--- config.mk ---
export PLATFORM = sky130hd
export DESIGN_NAME = counter_4bit
export DESIGN_NICKNAME = d
export VERILOG_FILES = /design/src/rtl/counter_4bit_pkg.sv /design/src/rtl/counter_4bit_t_ff.sv /design/src/rtl/counter_4bit.sv
export SDC_FILE = /design/constraint.sdc
export NUM_CORES = 1
export LEC_CHECK = 0
export ABC_AREA = 0
export CORE_AREA = 2 2 39 41
export CTS_CLUSTER_DIAMETER = 80
export DETAILED_ROUTE_END_ITERATION = 12
export DIE_AREA = 0 0 41 43
export HOLD_SLACK_MARGIN = 0.1
export PLACE_DENSITY_LB_ADDON = 0.2
export SLEW_MARGIN = 20
export SYNTH_ARGS = -nofsm -noshare
export SYNTH_HDL_FRONTEND = slang
export SYNTH_SLANG_ARGS = --single-unit
export TNS_END_PERCENT = 50
--- constraint.sdc ---
create_clock -name clk -period 2.1 [get_ports clk]
set_input_delay 0.315 -clock clk [delete_from_list [all_inputs] [get_ports clk]]
set_output_delay 0.315 -clock clk [all_outputs]
set_load 0.1 [all_outputs]
--- src/rtl/counter_4bit_pkg.sv ---
// Shared constants for the 4-bit T flip-flop counter.
// Exports the counter width used by the top level.
package counter_4bit_pkg;

  localparam int CNT_W = 4;

endpackage

--- src/rtl/counter_4bit_t_ff.sv ---
// Toggle flip-flop with synchronous active-high reset.
// Ports: clk, reset (sync, high), t (toggle enable), q (state).
module t_ff (
  input  logic clk,
  input  logic reset,
  input  logic t,
  output logic q
);

  always_ff @(posedge clk) begin
    if (reset) begin
      q <= 1'b0;
    end else if (t) begin
      q <= ~q;
    end
  end

endmodule

--- src/rtl/counter_4bit.sv ---
// 4-bit synchronous up-counter from four T flip-flops.
// Ports: clk, reset (sync, high), T0 (count enable), Q0..Q3 bits, Y bus.
module counter_4bit
  import counter_4bit_pkg::*;
(
  input  logic       clk,
  input  logic       reset,
  input  logic       T0,
  output logic       Q0,
  output logic       Q1,
  output logic       Q2,
  output logic       Q3,
  output logic [3:0] Y
);

  logic [CNT_W-1:0] q;
  logic [CNT_W-1:0] t;

  // Stage n toggles only when every lower stage is 1 (carry ripple).
  assign t[0] = T0;
  assign t[1] = t[0] & q[0];
  assign t[2] = t[1] & q[1];
  assign t[3] = t[2] & q[2];

  for (genvar i = 0; i < CNT_W; i++) begin : g_stage
    t_ff u_tff (
      .clk   (clk),
      .reset (reset),
      .t     (t[i]),
      .q     (q[i])
    );
  end

  assign Q0 = q[0];
  assign Q1 = q[1];
  assign Q2 = q[2];
  assign Q3 = q[3];
  assign Y  = {Q3, Q2, Q1, Q0};

endmodule

==> results by group <==
Route
  • Routed wl met3: 27 µm
  • TritonRoute pass-1 iters: 1
  • Wl on met1: 152 µm
  • Vias after detailed routing: 171
  • Vias per cell: 3.717
  • Top sig layer: met3
  • Antenna viol nets, final: 0
  • Met2 wire length: 196 µm
  • DRT iter0 DRCs: 0
  • DRT Wirelength: 376 µm
  • WL/cell: 8.174 µm
  • # DRC: 0

Logic synthesis
  • Top cells by area, synth: dfxtp_1 39%, buf_4 15%, and2b_1 7.3%
  • Avg Synthesized Cell Area: 9.771 µm²
  • Synthesized Nets: 24
  • Post-synthesis cell type count: 12
  • Seq/Total Area, Yosys: 0.3902
  • Synth area leader: dfxtp_1
  • Post-Syn Area: 205.2 µm²
  • Flops & latches, synth: 4
  • Syn Inst Count: 21
  • Share of the synthesized area in the top cell type: 0.3902
  • Synthesis Warnings: 0

Pwr
  • Leakage: 0.1412 nW
  • PD cells: 867.5 nW/µm²
  • VDD IR max: 0.0002367 V

GRT
  • GRT Util Overall: 0.05422
  • Pin count of the biggest net entering global routing: 8
  • GRT overflow: 0
  • Initial antenna violation count: 0
  • First-pass GRT wire length: 558 µm
  • Vias in the first global route: 150

Timing
  • Slew headroom: 0.8155
  • Hold_ws: 581.2 ps
  • Final clock period utilization by the worst path: 0.6318
  • RSZ-0062 raised after global routing: false
  • Clock Skew: 2.551 ps
  • Setup TNS: 0 ps
  • Final setup viols: 0
  • Highest Clock Rate: 0.7537 GHz
  • Final min period: 1327 ps
  • Slew Limit Fails: 0
  • Final hold violations: 0
  • Worst Slack Setup Final: 773.2 ps
  • Slew at the pin closest to its max-slew limit: 279.0 ps

Finish
  • Largest register FFs: 4
  • Most common cell after layout, fill and taps aside: buf_4
  • Filler instances: 163
  • Most frequent cells in the layout: 8 x buf_4, 4 x dfxtp_1, 3 x nor2_1, 3 x clkbuf_4
  • Inserted Diodes: 0
  • Area Overhead vs Synth: 45.12%
  • Top reg by flops: g_stage.u_tff.q
  • Share of layout cells above drive strength 1: 0.4667
  • Nets: 35
  • Regs by FF count: g_stage.u_tff.q x4

Clocking
  • CTS tree: built
  • Root buffer cell: clkbuf_4
  • Clock buffer depth: 2
  • Cts bufs inserted: 3
  • H-tree depth: 1
  • Sink Count: 4
  • Cts repair resizes: 0
  • Post-CTS Setup Bufs: 0
  • Hold-fix buffers at CTS: 0
  • Clock transition at the registers of the reported paths: 30 ps
  • Worst-skew pair later-pin latency: 230 ps

Worst setup path
  • CP Data Required Time: 1780 ps
  • Worst EP arrival: 1010 ps
  • CP Capture Type: primary output
  • Worst Setup Start Kind: register
  • CP peak stage delay: 440 ps
  • CP max-delay cell: dfxtp_1
  • Critical Path Fanout Max: 7
  • Worst Setup SP: g_stage[0].u_tff.q$_SDFFE_PP0P_
  • Setup Crit Path Kind: register to primary output
  • Critical path, cell by cell: buf_4
  • CP bufs+invs: 1
  • CP top delay family: flip-flops
  • RR Startpoint: g_stage[0].u_tff.q$_SDFFE_PP0P_

Floorplanning
  • Std cell rows: 14
  • Starting Density: 0.1483
  • Die ar.: 1763 µm²
  • DIE HEIGHT: 43 µm
  • IO Pins: 11
  • Die Wd: 41 µm
  • Core Region: 1384 µm²

Placed design
  • GPL Wtd Cong: 0.7669
  • Post-Place Worst Slack: 641.7 ps
  • PortBufs: 10

Outcome
  • Status: finished clean

Flow run
  • Max_cap viols: 0

Worst hold path
  • Worst Hold Class: register to register
  • Hold Crit Start: g_stage[0].u_tff.q$_SDFFE_PP0P_
## layer usage
| layer | track usage | vias to the layer above |
|---|---|---|
| li1 | - | 85 |
| met1 | 0.04180 | 82 |
| met2 | 0.07188 | 4 |
| met3 | 0.06283 | 0 |
| met4 | 0.04000 | 0 |
| met5 | 0 | - |
## where the power goes
| part | switching, W | total, W | internal [W] |
|---|---|---|---|
| sequential | 0.00000593 | 0.0000862 | 0.0000803 |
| clock | 0.0000285 | 0.0000922 | 0.0000637 |
| combinational | 0.0000619 | 0.0000799 | 0.0000181 |
| total | 0.0000963 | 0.000258 | 0.000162 |
## Yosys cell counts
master / n
buf_4: 4
a21bo_2: 1
mux2_4: 1
xnor2_1: 1
and2b_1: 2
nor2_1: 3
nand3_1: 1
mux2_2: 1
nand3b_1: 1
nand4_1: 1
a21oi_1: 1
dfxtp_1: 4
## layout make-up
class	instances	area (µm²)	share of cell area
multi-input combinational	13	95.09	0.3193
timing repair buffer	10	80.08	0.2689
sequential	4	80.08	0.2689
tap	16	20.02	0.06723
clock buffer	3	22.52	0.07563
## per-stage QoR
step | total power, W | utilization | instance area (µm²) | std cells
floorplan | 0.0001538 | - | 205.2 | 21
global placement | 0.0001675 | 0.1989 | 275.3 | 43
detailed placement | 0.0001678 | 0.1989 | 275.3 | 43
CTS | 0.0002667 | 0.2152 | 297.8 | 46
global route | 0.0002716 | 0.2152 | 297.8 | 46
finish | 0.0002583 | 0.2152 | 297.8 | 46
## final timing paths
check,end,cells after the start,slack [ps]
worst min-delay path,g_stage[1].u_tff.q$_SDFFE_PP0N_,2,580
worst min register to register,g_stage[1].u_tff.q$_SDFFE_PP0N_,2,580
worst max-delay path,Q0,1,770
worst max register to register,g_stage[3].u_tff.q$_SDFFE_PP0P_,2,1090
## kinds of logic (layout without fill, tap and decap cells)
logic type	Yosys count	after routing	synth area share
compound gates	2	2	0.07315
xor+xnor	1	1	0.04269
buf+inv	4	13	0.1463
flops	4	4	0.3903
mux	2	2	0.1280
simple gates	8	8	0.2195
(Power assumes the default switching activity.)
